--- config.mk ---
export PLATFORM = sky130hd
export DESIGN_NAME = serial_tape_feed
export DESIGN_NICKNAME = d
export VERILOG_FILES = /design/src/rtl/serial_tape_feed.sv
export SDC_FILE = /design/constraint.sdc
export NUM_CORES = 1
export LEC_CHECK = 0
export ABC_AREA = 1
export CORE_ASPECT_RATIO = 1.4
export CORE_MARGIN = 8
export CORE_UTILIZATION = 45
export CTS_CLUSTER_DIAMETER = 120
export DETAILED_ROUTE_END_ITERATION = 16
export GPL_TIMING_DRIVEN = 0
export PLACE_DENSITY = 0.65
export SYNTH_ARGS = -nofsm -noshare
export SYNTH_HDL_FRONTEND = slang
export SYNTH_SLANG_ARGS = --single-unit
--- constraint.sdc ---
create_clock -name i_clk -period 1.81 [get_ports i_clk]
set_input_delay 0.2715 -clock i_clk [delete_from_list [all_inputs] [get_ports i_clk]]
set_output_delay 0.2715 -clock i_clk [all_outputs]
set_load 0.02 [all_outputs]
--- src/rtl/serial_tape_feed.sv ---
// serial_tape_feed
//   Streams a byte sequence (paper-tape / BIN loader image) from an upstream
//   valid/ready source into the CPU keyboard receive line as 8N1 serial, so a
//   program can be booted without an external terminal. Optionally watches the
//   CPU printer transmit line for XOFF/XON to pace the stream.
//
// Parameters
//   CLK_DIV   clocks per serial bit (>= 4)
//   GAP_BITS  idle bit-times appended after each stop bit (0..15)
//
// Ports
//   i_clk          system clock
//   i_reset        asynchronous active-high reset
//   i_start        pulse: begin a stream (ignored unless idle)
//   i_abort        pulse: stop streaming immediately (wins over i_start)
//   i_data         byte to send, [0:7] with bit 7 the LSB
//   i_data_valid   i_data holds a byte
//   i_data_last    marks the final byte of the stream
//   o_data_ready   byte accepted this cycle when valid
//   o_tx_line      serial out to the CPU keyboard rx, idles high
//   i_rx_line      serial in from the CPU printer tx (asynchronous)
//   o_busy         stream in progress
//   o_paused       XOFF in effect
//   o_char_count   characters fully sent in the current stream
//   o_done         one-cycle pulse at normal end of stream
//
// Build option
//   SERIAL_FEED_XONXOFF_EN  when defined, builds the XOFF/XON receiver and pause
//                           logic; otherwise i_rx_line is unused, o_paused is 0.

module serial_tape_feed #(
    parameter int unsigned CLK_DIV  = 10417,
    parameter int unsigned GAP_BITS = 2
) (
    input  logic        i_clk,
    input  logic        i_reset,
    input  logic        i_start,
    input  logic        i_abort,
    input  logic [0:7]  i_data,
    input  logic        i_data_valid,
    input  logic        i_data_last,
    output logic        o_data_ready,
    output logic        o_tx_line,
    input  logic        i_rx_line,
    output logic        o_busy,
    output logic        o_paused,
    output logic [0:11] o_char_count,
    output logic        o_done
);

    localparam int unsigned TW = $clog2(CLK_DIV);
    localparam logic [TW-1:0] BitLoad = TW'(CLK_DIV - 1);
    localparam logic [3:0]    GapLoad = 4'(GAP_BITS - 1);

    typedef enum logic [2:0] {
        StIdle,
        StWaitData,
        StStart,
        StData,
        StStop,
        StGap
    } state_e;

    state_e         r_state;
    logic [TW-1:0]  r_timer;
    logic [3:0]     r_bit_cnt;
    logic [0:7]     r_byte;
    logic           r_last;
    logic           r_tx;
    logic           r_done;
    logic [0:11]    r_char_count;

    // Pause value after this cycle's XOFF/XON resolution, so a character that
    // completes in the same cycle as the pause update sees the new value.
    logic           w_paused_nxt;
    logic           w_data_ready;

`ifdef SERIAL_FEED_XONXOFF_EN
    localparam logic [TW-1:0] HalfLoad = TW'(CLK_DIV / 2 - 1);

    typedef enum logic [1:0] {
        RxIdle,
        RxStart,
        RxData,
        RxStop
    } rx_state_e;

    rx_state_e      r_rx_state;
    logic           r_rx_meta;
    logic           r_rx_sync;
    logic           r_rx_prev;
    logic [TW-1:0]  r_rx_timer;
    logic [2:0]     r_rx_cnt;
    logic [7:0]     r_rx_shift;
    logic           r_paused;

    logic           w_rx_frame_ok;
    logic           w_xoff_hit;
    logic           w_xon_hit;

    // Stop bit sampled high completes a good frame; the MSB (parity/mark) is
    // ignored in the compare.
    assign w_rx_frame_ok = (r_rx_state == RxStop) && (r_rx_timer == '0) && r_rx_sync;
    assign w_xoff_hit    = w_rx_frame_ok && (r_rx_shift[6:0] == 7'h13);
    assign w_xon_hit     = w_rx_frame_ok && (r_rx_shift[6:0] == 7'h11);
    assign w_paused_nxt  = w_xoff_hit ? 1'b1 : (w_xon_hit ? 1'b0 : r_paused);
    assign o_paused      = r_paused;

    always_ff @(posedge i_clk or posedge i_reset) begin
        if (i_reset) begin
            r_rx_meta  <= 1'b1;
            r_rx_sync  <= 1'b1;
            r_rx_prev  <= 1'b1;
            r_rx_state <= RxIdle;
            r_rx_timer <= '0;
            r_rx_cnt   <= '0;
            r_rx_shift <= '0;
            r_paused   <= 1'b0;
        end else begin
            r_rx_meta <= i_rx_line;
            r_rx_sync <= r_rx_meta;
            r_rx_prev <= r_rx_sync;
            r_paused  <= w_paused_nxt;
            case (r_rx_state)
                RxIdle: begin
                    if (r_rx_prev && !r_rx_sync) begin
                        r_rx_timer <= HalfLoad;
                        r_rx_state <= RxStart;
                    end
                end
                RxStart: begin
                    if (r_rx_timer == '0) begin
                        // Glitch rejection: start bit must still be low mid-bit.
                        if (!r_rx_sync) begin
                            r_rx_timer <= BitLoad;
                            r_rx_cnt   <= '0;
                            r_rx_state <= RxData;
                        end else begin
                            r_rx_state <= RxIdle;
                        end
                    end else begin
                        r_rx_timer <= r_rx_timer - 1'b1;
                    end
                end
                RxData: begin
                    if (r_rx_timer == '0) begin
                        r_rx_shift <= {r_rx_sync, r_rx_shift[7:1]};
                        r_rx_timer <= BitLoad;
                        if (r_rx_cnt == 3'd7) begin
                            r_rx_state <= RxStop;
                        end else begin
                            r_rx_cnt <= r_rx_cnt + 3'd1;
                        end
                    end else begin
                        r_rx_timer <= r_rx_timer - 1'b1;
                    end
                end
                RxStop: begin
                    if (r_rx_timer == '0) begin
                        r_rx_state <= RxIdle;
                    end else begin
                        r_rx_timer <= r_rx_timer - 1'b1;
                    end
                end
                default: r_rx_state <= RxIdle;
            endcase
        end
    end
`else
    logic w_unused_rx;

    assign w_unused_rx  = i_rx_line;
    assign w_paused_nxt = 1'b0;
    assign o_paused     = 1'b0;
`endif

    assign w_data_ready = (r_state == StWaitData) && !w_paused_nxt;
    assign o_data_ready = w_data_ready;
    assign o_busy       = (r_state != StIdle);
    assign o_tx_line    = r_tx;
    assign o_done       = r_done;
    assign o_char_count = r_char_count;

    always_ff @(posedge i_clk or posedge i_reset) begin
        if (i_reset) begin
            r_state      <= StIdle;
            r_timer      <= '0;
            r_bit_cnt    <= '0;
            r_byte       <= '0;
            r_last       <= 1'b0;
            r_tx         <= 1'b1;
            r_done       <= 1'b0;
            r_char_count <= '0;
        end else begin
            r_done <= 1'b0;
            if (i_abort) begin
                // Truncated character is dropped; char_count is left as is.
                r_state   <= StIdle;
                r_tx      <= 1'b1;
                r_timer   <= '0;
                r_bit_cnt <= '0;
            end else begin
                case (r_state)
                    StIdle: begin
                        if (i_start) begin
                            r_char_count <= '0;
                            r_state      <= StWaitData;
                        end
                    end
                    StWaitData: begin
                        if (i_data_valid && w_data_ready) begin
                            r_byte  <= i_data;
                            r_last  <= i_data_last;
                            r_tx    <= 1'b0;
                            r_timer <= BitLoad;
                            r_state <= StStart;
                        end
                    end
                    StStart: begin
                        if (r_timer == '0) begin
                            // r_byte[7] is the LSB; shift toward index 7.
                            r_tx      <= r_byte[7];
                            r_byte    <= {1'b0, r_byte[0:6]};
                            r_bit_cnt <= '0;
                            r_timer   <= BitLoad;
                            r_state   <= StData;
                        end else begin
                            r_timer <= r_timer - 1'b1;
                        end
                    end
                    StData: begin
                        if (r_timer == '0) begin
                            r_timer <= BitLoad;
                            if (r_bit_cnt == 4'd7) begin
                                r_tx    <= 1'b1;
                                r_state <= StStop;
                            end else begin
                                r_tx      <= r_byte[7];
                                r_byte    <= {1'b0, r_byte[0:6]};
                                r_bit_cnt <= r_bit_cnt + 4'd1;
                            end
                        end else begin
                            r_timer <= r_timer - 1'b1;
                        end
                    end
                    StStop: begin
                        if (r_timer == '0) begin
                            r_char_count <= r_char_count + 12'd1;
                            if (GAP_BITS == 0) begin
                                r_done  <= r_last;
                                r_state <= r_last ? StIdle : StWaitData;
                            end else begin
                                r_timer   <= BitLoad;
                                r_bit_cnt <= GapLoad;
                                r_state   <= StGap;
                            end
                        end else begin
                            r_timer <= r_timer - 1'b1;
                        end
                    end
                    StGap: begin
                        if (r_timer == '0) begin
                            if (r_bit_cnt == 4'd0) begin
                                r_done  <= r_last;
                                r_state <= r_last ? StIdle : StWaitData;
                            end else begin
                                r_bit_cnt <= r_bit_cnt - 4'd1;
                                r_timer   <= BitLoad;
                            end
                        end else begin
                            r_timer <= r_timer - 1'b1;
                        end
                    end
                    default: r_state <= StIdle;
                endcase
            end
        end
    end

endmodule

* Yosys cells after proc, flatten, opt, wreduce, memory -nomap -nowiden
Index checks and enable logic that the tools add are counted.
Storage, ports and cells: flip-flop bits (word level) 44, bits of input ports 15, output and inout port bits 17, logic and storage cells 97
Operators by class: add/subtract/negate cells 4, equality and inequality tests 23, mux-type cells 43, bitwise logic cells 1, reductions and logical operators 18
Operator list (number):
- 14-bit two-way mux | 5
- 14-bit case mux with 3 select lines | 1
- 8-bit two-way mux | 4
- 4-bit two-way mux | 7
- 3-bit two-way mux | 9
- 3-bit inequality test (second input constant) | 9
- 12-bit two-way mux | 2
- 12-bit case mux with 2 select lines | 1
- 8-bit case mux with 3 select lines | 1
- 3-bit case mux with 6 select lines | 1
- 4-bit case mux with 4 select lines | 1
- 14-bit zero test | 1
- 14-bit by 1-bit subtractor with 14-bit output (second input constant) | 1
- 12-bit by 1-bit adder with 12-bit output (second input constant) | 1
- 1-bit two-way mux | 10
- 2-bit inequality test (second input constant) | 5
- 4-bit AND reduction | 2
- 8-bit AND reduction | 1
- 4-bit nonzero test | 2
- 7-bit AND reduction | 1
- 3-bit by 2-bit == test with 1-bit output (second input constant) | 2
- 3-bit == test (second input constant) | 2
- 3-bit AND reduction | 2
- 6-bit AND reduction | 1
- other kinds (16) | 17

* Logic depth before layout (Yosys ltp)
Gate-level depths: netlist of the first run.
depth in word-level cells 5, mapped depth 13, mapped depth without buffers 11

* Least setup slack after synthesis of the first run
OpenSTA, ideal clock, no wires.
path type reg2reg, from register r_timer[0], to register r_char_count (netlist bit o_char_count[4]), setup time 0.119 ns, data arrival time 1.517 ns, required time 1.691 ns, path slack 0.174 ns, cell stages (with the launch flop) 11, buffers on the path 0, period minus slack after synthesis 1.636 ns, path through dfrtp_1 > inv_1 > ha_1 > nand2_4 > nor2_8 > nand2_4 > nand2_2 > nand2_4 > clkinv_2 > o21ai_1 > and2_1
On the way: longest elaborated chain between the ends 3
RTL lines:
- start: declaration | RTL line 65 | logic [TW-1:0] r_timer;
- start signal: assignment | RTL line 215 | r_timer <= BitLoad;
- start signal: assignment | RTL line 225 | r_timer <= BitLoad;
- start signal: assignment | RTL line 228 | r_timer <= r_timer - 1'b1;
- 14-bit zero test | RTL line 247 | if (r_timer == '0) begin
- 2-bit inequality test (no source line)
- 4-bit AND reduction (no source line)
- end signal: assignment | RTL line 248 | r_char_count <= r_char_count + 12'd1;
- end: declaration | RTL line 71 | logic [0:11] r_char_count;
Every way passes these cells. A chain may end at the register's enable or synchronous reset.

* Final worst setup path of the first run
from register r_state[1], to output port o_busy
On the way: longest elaborated chain between the ends 1
RTL lines:
- start: declaration | RTL line 64 | state_e r_state;
- start signal: assignment | RTL line 186 | r_state <= StIdle;
- start signal: assignment | RTL line 198 | r_state <= StIdle;
- start signal: assignment | RTL line 207 | r_state <= StWaitData;
- 3-bit nonzero test | RTL line 179 | assign o_busy = (r_state != StIdle);
- end: declaration | RTL line 45 | output logic o_busy,
Every way passes these cells.

==> run metrics, run 1 <==
reg2reg start r_timer[1]; Final Hold Viols 0; commonest non-fill, non-tap cell in the layout nand2_1; CP endpoint kind primary output; WL final ~7600 um; CTS tree yes; Via-to-Cell Ratio roughly 5; H-tree depth 2; CP max-delay cell dfrtp_2; Maximum Capacitance Violations 0; Slew @ Worst Pin 0.577 ns; pwr dens 1320 nW/um^2; I/O pin count 32; worst hold path class input port to asynchronous set/reset pin; leading area contributor after synthesis dfrtp_1; # setup viols final 0; leading post-synthesis cells by cell area dfrtp_1, nand2_1, nor2_1; syn_nets 440; type of the worst setup path flop to primary output; initial antenna violation count 0; R2R cell count 10; Worst Setup Slack, final between 0.02 and 0.03 ns; Post-synth EDFFs 0; post-synthesis sequential area ratio 0.347; Starting Density 0.461; Final period util 0.983; Routability Congestion around 0.89; Max-slew headroom 0.616; drt wl/cell approximately 14 um; post-route insts no fill ~560; first-pass GRT wire length between 10000 and 15000 um; Antenna Cells 0; final core occ 0.547; async set or reset register ratio after synthesis 1.00; post-synth top area share 0.339; fraction of layout cells with a size suffix above 1 0.212; Synth Flop Type dfrtp_1; hold slack 0.293 ns; HPWL after detailed placement slightly below 6000 um; CTS max path bufs 2; Worst Setup SP r_state[1]; Port Buffers 28; Clk Latency, worst-skew pair about 0.3 ns; Final Max Tran Viols 0; Worst-path clk slew 0.08 ns; Reg2Reg Setup Slack roughly 0.10 ns; num rows 36; Die Ht around 120 um; Layout area overhead 18.7%; count of different cell masters after synthesis 43; worst endpoint required time around 1.5 ns; Post-Syn Instances around 420; Crit path arrival time roughly 1.5 ns; DR pass1 iterations 4; outcome complete, no violations; DRC 0; GRT overflow 0; yosys warns 0; Worst path max stage delay ~0.46 ns; register bit total from synthesis 44; crit start category flop; Cells after DPL 543; Pleak about 0.0018 uW; post-route minimum period 1.78 ns; Core ar. about 6900 um^2; Fin Clk Skew 0.00421 ns; Synth Cell Area between 3000 and 4000 um^2; Layout Nets 482; vias in the first global route 2722; peak fanout along the critical path 8; Die X 87.0 um; clk root buf clkbuf_8; Global Route Usage Sum 0.158; fill cell count about 670; Setup WS pre-CTS -0.0292 ns; clk sinks 44; syn_area_per_cell between 7 and 8 um^2; routed vias between 2000 and 3000; Die ar. between 10000 and 15000 um^2; clock buffers created by TritonCTS 5; VDD IR-drop max between 0.8 and 0.9 mV; commonest cells after routing, fill and taps aside nand2_1, nor2_1, inv_1; ordered list of cells on the worst path clkinv_4 > buf_4 > nand3_2 > dlygate4sd2_1; fmax ~0.56 GHz; largest net degree at the start of global routing 27; R2R Path End o_char_count[4]; Final ANT Viol Nets 0; drt first-iter violations around 150
-- Yosys cell counts (2+ instances only) --
cell / number
a21oi_1: 7
a21oi_2: 9
buf_4: 2
buf_6: 4
clkbuf_1: 2
dfrtp_1: 43
ha_1: 6
inv_1: 45
inv_2: 2
inv_4: 3
inv_6: 2
nand2_1: 101
nand2_2: 5
nand2_4: 8
nand3_1: 31
nand3_2: 6
nand3_4: 3
nand4_1: 15
nor2_1: 47
nor2_2: 4
nor2_4: 5
nor3_1: 7
nor3_2: 2
o21ai_0: 24
o21ai_1: 4
o21ai_2: 11
xnor2_1: 2
xor2_1: 4
-- logic make-up after synthesis --
| kind of cell | share of synthesized area |
|---|---|
| adders and majority gates | 0.0236 |
| buffers and inverters | 0.0976 |
| and+or+nand+nor | 0.395 |
| xor gates and xnor gates | 0.0165 |
| AOI/OAI and AO/OA | 0.119 |
| other | 0.00118 |
| DFF | 0.347 |
-- how the worst max path moves through the flow --
stage | to | depth (start not counted)
after detailed placement | o_char_count[4] | 10
after global placement | o_char_count[0] | 2
after floorplan | o_char_count[4] | 10
after global routing | o_busy | 4
final | o_busy | 4
after CTS | r_byte[3] | 8
-- metrics by stage --
step	setup TNS [ns]	power, uW	instance area, um^2
CTS	0	4830	3690
floorplan	0	3600	3180
detailed placement	-0.0653	4180	3600
global placement	-22.02	4130	3580
global route	-0.0656	5360	3770
finish	0	4960	3770
-- registers in the layout, indices dropped and copies added (netlist names) --
| signal | count |
|---|---|
| r_bit_cnt | 4 |
| r_state | 3 |
| o_done | 1 |
| r_timer | 14 |
| r_last | 1 |
| o_char_count | 12 |
| r_byte | 8 |
| o_tx_line | 1 |
-- worst max-delay path, delay by kind of cell (launching register included) --
kind / cells / cell delay, ns
buf+inv: 3 / 0.64
simple gates: 1 / 0.11
flops: 1 / 0.46
-- power by group --
part / total, uW / internal (uW) / switching (uW)
sequential: 1430 / 1230 / 201
clock: 656 / 312 / 344
combinational: 2870 / 1060 / 1810
-- repair_timing --
item	CTS	global route
setup buffers	0	7
gates cloned	0	0
setup endpoints to repair	12	24
resized for setup	4	13
hold buffers	0	0
pin swaps	0	2
-- per-layer routing --
metal | vias up | GRT usage | wire length [um]
met3 | 12 | 0.0305 | 310
li1 | 1440 | - | -
met5 | - | 0 | 0
met4 | 0 | 0.0738 | 176
met1 | 1339 | 0.157 | 2970
met2 | 53 | 0.301 | 4150
-- layout make-up --
class                      count  area (um^2)  share of cell area
multi-input combinational    312         1790               0.475
sequential                    44         1100               0.293
timing repair buffer          36          359              0.0952
inverter                      53          220              0.0584
tap                           95          119              0.0315
clock buffer                   8         90.1              0.0239
buffer                         9         88.8              0.0235
Note: power is estimated with default switching activity, not from simulation.
==> inputs of run 2 (changes only) <==
SETUP_SLACK_MARGIN = 0.4   (was unset)
==> run 2 against run 1 <==
  * Setup slack better by 0.17 ns
  * Sequential power hardly changed
  * Critical path depth is 5 higher
  * Highest routed layer unchanged
  * Clock power is 27% higher
  * Non-clock buffer count is 68 higher
  * Clock skew is 0.0046 ns higher
==> run metrics, run 2 (synthesis gave the netlist of run 1 again) <==
H-tree depth 2; Crit path arrival time about 1.8 ns; CP endpoint kind flop; Maximum Capacitance Violations 0; Sw Ratio 0.442; worst endpoint required time around 2 ns; clock buffers created by TritonCTS 5; Port Buffers 28; drt wl/cell between 10 and 15 um; Final Max Tran Viols 0; WL final around 9300 um; Tot Pwr between 7000 and 8000 uW; worst hold path class input port to asynchronous set/reset pin; fill cell count between 500 and 600; Antenna Cells 0; final core occ 0.698; R2R cell count 9; Global Route Usage Sum 0.183; CP max-delay cell dfrtp_2; Die ar. between 10000 and 15000 um^2; ordered list of cells on the worst path buf_4 > nand2_1 > nor2_1 > o21ai_1 > o21ai_2 > nor3_4 > buf_4 > nand4_1 > nand2_1; Final Hold Viols 0; Final ANT Viol Nets 0; post-route minimum period 1.61 ns; Max-slew headroom 0.561; num rows 36; Worst path max stage delay ~0.44 ns; crit start category flop; Cells after DPL between 500 and 600; VDD IR-drop max around 1.1 mV; Largest delay share family, worst path simple AND/OR/NAND/NOR gates; Fin Clk Skew 0.00881 ns; Final period util 0.892; clock power share 0.118; Routability Congestion 0.888; R2R Path End r_state[1]; type of the worst setup path flop to flop; Die X approximately 87 um; Layout area overhead 51.3%; GRT overflow 0; first-pass GRT wire length 14700 um; Reg2Reg Setup Slack 0.20 ns; CP Depth 9; cell area after layout roughly 4800 um^2; Layout Nets 550; Logic pwr share 0.680; largest net degree at the start of global routing 29; Worst Setup EP r_state[1]; drt first-iter violations between 150 and 200; DRC 0; routed vias 3222; initial antenna violation count 0; Worst Setup SP r_state[1]; fraction of layout cells with a size suffix above 1 0.432; Slew @ Worst Pin 0.659 ns; pwr dens 1470 nW/um^2; # setup viols final 0; Core ar. between 6000 and 7000 um^2; outcome complete, no violations; HPWL after detailed placement about 5700 um; commonest cells after routing, fill and taps aside nand2_1, buf_4, dfrtp_1; Clk Latency, worst-skew pair approximately 0.30 ns; commonest non-fill, non-tap cell in the layout nand2_1; reg2reg start r_state[1]; unrepaired setup endpoints after global routing true; internal power a little under 4000 uW; post-route insts no fill ~630; Largest Register r_timer; Via-to-Cell Ratio about 5.2; max reg flops 14; Starting Density 0.461; clk sinks between 40 and 50; peak fanout along the critical path 4; CTS tree yes; power share of the sequential group 0.202; Worst-path clk slew 0.09 ns; I/O pin count 32; CTS max path bufs 2; Sw Pwr about 3100 uW; vias in the first global route 3175; Crit path buffers/inverters 2; Die Ht approximately 120 um; Post-CTS Hold Buffers 0; fmax between 0.6 and 0.7 GHz; Pleak around 0.0022 uW; Post-DP Area 3670 um^2; clk root buf clkbuf_8; DR pass1 iterations 4
==> run 2: cell types whose count changed in the layout (fill, tap and decap cells not counted), moves of 13 or more <==
cell	change
o21ai_0	-20
clkdlybuf4s50_1	-14
o21ai_1	+13
buf_4	+44
nand2_1	-16
buf_6	+18
==> run 2: per-layer routing <==
metal / GRT usage / up-vias / share of wire
met5: 0 / - / 0
met2: 0.356 / 61 / 0.56
li1: - / 1576 / -
met1: 0.192 / 1563 / 0.38
met4: 0.0657 / 0 / 0.029
met3: 0.0248 / 22 / 0.028
==> run 2: cell type report <==
cell class	instances	area, um^2	share of cell area
timing repair buffer	103	982	0.204
inverter	53	246	0.0512
sequential	44	1110	0.231
clock inverter	1	30.0	0.00624
multi-input combinational	312	2110	0.439
buffer	10	114	0.0237
tap	95	119	0.0247
clock buffer	7	96.3	0.0200
==> run 2: worst min-delay path by stage <==
stage	from	to	slack, ns	cells past startpoint
detailed placement	r_byte[0]	r_byte[0]	0.48	2
global route	i_reset	r_byte[4]	0.31	2
global placement	r_byte[0]	r_byte[0]	0.47	2
floorplan	i_data[0]	r_byte[0]	0.43	2
finish	i_reset	r_byte[4]	0.27	2
CTS	i_reset	r_byte[4]	0.27	2
==> run 2: per-stage QoR <==
step,TNS (ns),setup WS [ns],hold WS (ns)
3_3_place_gp,-22.52,-0.658,0.472
5_1_grt,0,0.102,0.306
4_1_cts,0,0.230,0.268
3_5_place_dp,0,0.0902,0.476
6_report,0,0.196,0.266
2_1_floorplan,0,0.242,0.428
==> run 2: what timing repair did <==
action | CTS | global route
gates resized for setup | 119 | 33
setup endpoints to repair | 58 | 49
pin swaps | 35 | 33
cloned | 5 | 0
buffers inserted | 55 | 14
==> run 2: power groups by stage <==
| stage | Combinational (uW) | Sequential (uW) | Clock [uW] |
|---|---|---|---|
| floorplan | 2290 | 1430 | 0 |
| global placement | 2800 | 1460 | 0 |
| detailed placement | 2830 | 1460 | 0 |
| CTS | 4260 | 1410 | 869 |
| global route | 5180 | 1450 | 894 |
| finish | 4810 | 1430 | 836 |
==> inputs of run 3 (changes only) <==
clock period = 2.1 ns   (was 1.81 ns; I/O delays follow)
==> run 3 against run 2 <==
  * Critical path depth shrank 8
  * Hold slack gained 0.074 ns
  * Cell count down 8.5%
  * Critical endpoint is now o_char_count[1]
  * Largest power group unchanged
  * Highest routed layer unchanged
==> run metrics, run 3 (synthesis gave the netlist of run 1 again) <==
Final Hold Viols 0; Starting Density 0.461; CTS max path bufs 2; type of the worst setup path flop to primary output; Clk Latency, worst-skew pair about 0.30 ns; Fin Clk Skew approximately 0.0069 ns; Max-slew headroom 0.614; setup_tns 0 ns; Via-to-Cell Ratio between 5 and 6; unrepaired setup endpoints after global routing true; met3 usage 0.0312; worst endpoint required time around 1.8 ns; num rows 36; GRT overflow 0; met1 Use GR 0.157; Crit path buffers/inverters 1; ordered list of cells on the worst path clkdlybuf4s50_1; Largest Register r_timer; Port Buffers 28; fill cell count roughly 660; worst hold path class input port to asynchronous set/reset pin; outcome complete, no violations; Final Max Tran Viols 0; CP max-delay cell clkdlybuf4s50_1; GR peak layer met2; Crit path arrival time approximately 1.3 ns; WL final slightly below 8000 um; HPWL after detailed placement about 5800 um; reg2reg start r_state[2]; vias in the first global route ~2800; Final ANT Viol Nets 0; crit start category flop; commonest non-fill, non-tap cell in the layout nand2_1; Worst-path clk slew ~0.08 ns; fmax around 0.60 GHz; Layout area overhead 24.7%; VDD IR-drop max approximately 0.8 mV; Worst path max stage delay between 0.6 and 0.7 ns; clk root buf clkbuf_8; Final period util 0.788; CP endpoint kind primary output; Setup WS pre-CTS between 0.2 and 0.3 ns; CTS tree yes; Largest delay share family, worst path buffers and inverters; post-route minimum period 1.65 ns; Routability Congestion between 0.8 and 0.9; Die ar. between 10000 and 15000 um^2; Global Route Usage Sum 0.159; initial antenna violation count 0; Layout Nets 497; fraction of layout cells with a size suffix above 1 0.262; DRC 0; Pleak about 0.0019 uW; register area between 1000 and 1500 um^2; clk sinks between 40 and 50; largest net degree at the start of global routing 27; Worst Setup Slack, final around 0.45 ns; Maximum Capacitance Violations 0; pwr dens around 1100 nW/um^2; Post-CTS Hold Buffers 0; I/O pin count 32; multi-input combinational cell area between 1500 and 2000 um^2; Core ar. between 6000 and 7000 um^2; post-route insts no fill around 570; commonest cells after routing, fill and taps aside nand2_1, nor2_1, dfrtp_1; H-tree depth 2; drt wl/cell about 14 um; routed vias a little under 3000; first-pass GRT wire length between 10000 and 15000 um; met2 Use GR 0.308; Worst Setup SP o_char_count[1]; Cells after DPL around 540; clock buffers created by TritonCTS 5; peak fanout along the critical path 4; Antenna Cells 0; # setup viols final 0; drt first-iter violations between 200 and 250; final core occ 0.575; Die X approximately 87 um; max reg flops 14; DR pass1 iterations 4; Die Ht 115 um; hold slack 0.340 ns; Slew @ Worst Pin 0.579 ns
[run 3: layer usage]
layer / part of all wire / wire length (um) / vias to the layer above
met3: 0.032 / 249 / 14
met5: 0 / 0 / -
met4: 0.022 / 171 / 0
li1: - / - / 1471
met2: 0.56 / 4400 / 56
met1: 0.39 / 3040 / 1383
[run 3: layout make-up]
class,count,share of cell area
flip-flops and latches,44,0.279
repair buffers,49,0.116
plain buffers,10,0.0259
inverters,53,0.0559
multi-input cells,313,0.470
well taps,95,0.0300
clock buffers,8,0.0227
[run 3: where the power goes]
part / internal, uW / switching [uW] / total (uW)
registers: 1070 / 168 / 1230
logic: 1070 / 1690 / 2760
clock network: 269 / 291 / 560
[run 3: through the flow]
stage / cell area, um^2 / total power [uW]
finish: 3960 / 4550
global route: 3960 / 4900
CTS: 3740 / 4260
detailed placement: 3600 / 3600
global placement: 3580 / 3560
floorplan: 3180 / 3100
[run 3: path summary, 6_finish.rpt]
kind | slack (ns) | end | cells after the start
max in group asynchronous | 1.19 | o_tx_line | 3
setup reg to reg | 0.45 | r_timer[0] | 9
setup / recovery | 0.45 | o_char_count[1] | 1
min in group i_clk | 0.38 | o_tx_line | 3
hold reg to reg | 0.49 | r_byte[0] | 2
hold / removal | 0.34 | o_done | 2
[run 3: timing repair]
action,CTS,global route
hold endpoints to repair,0,0
setup buffers,3,17
gates cloned,0,1
pin swaps,1,9
setup endpoints to repair,39,40
resized for setup,18,31
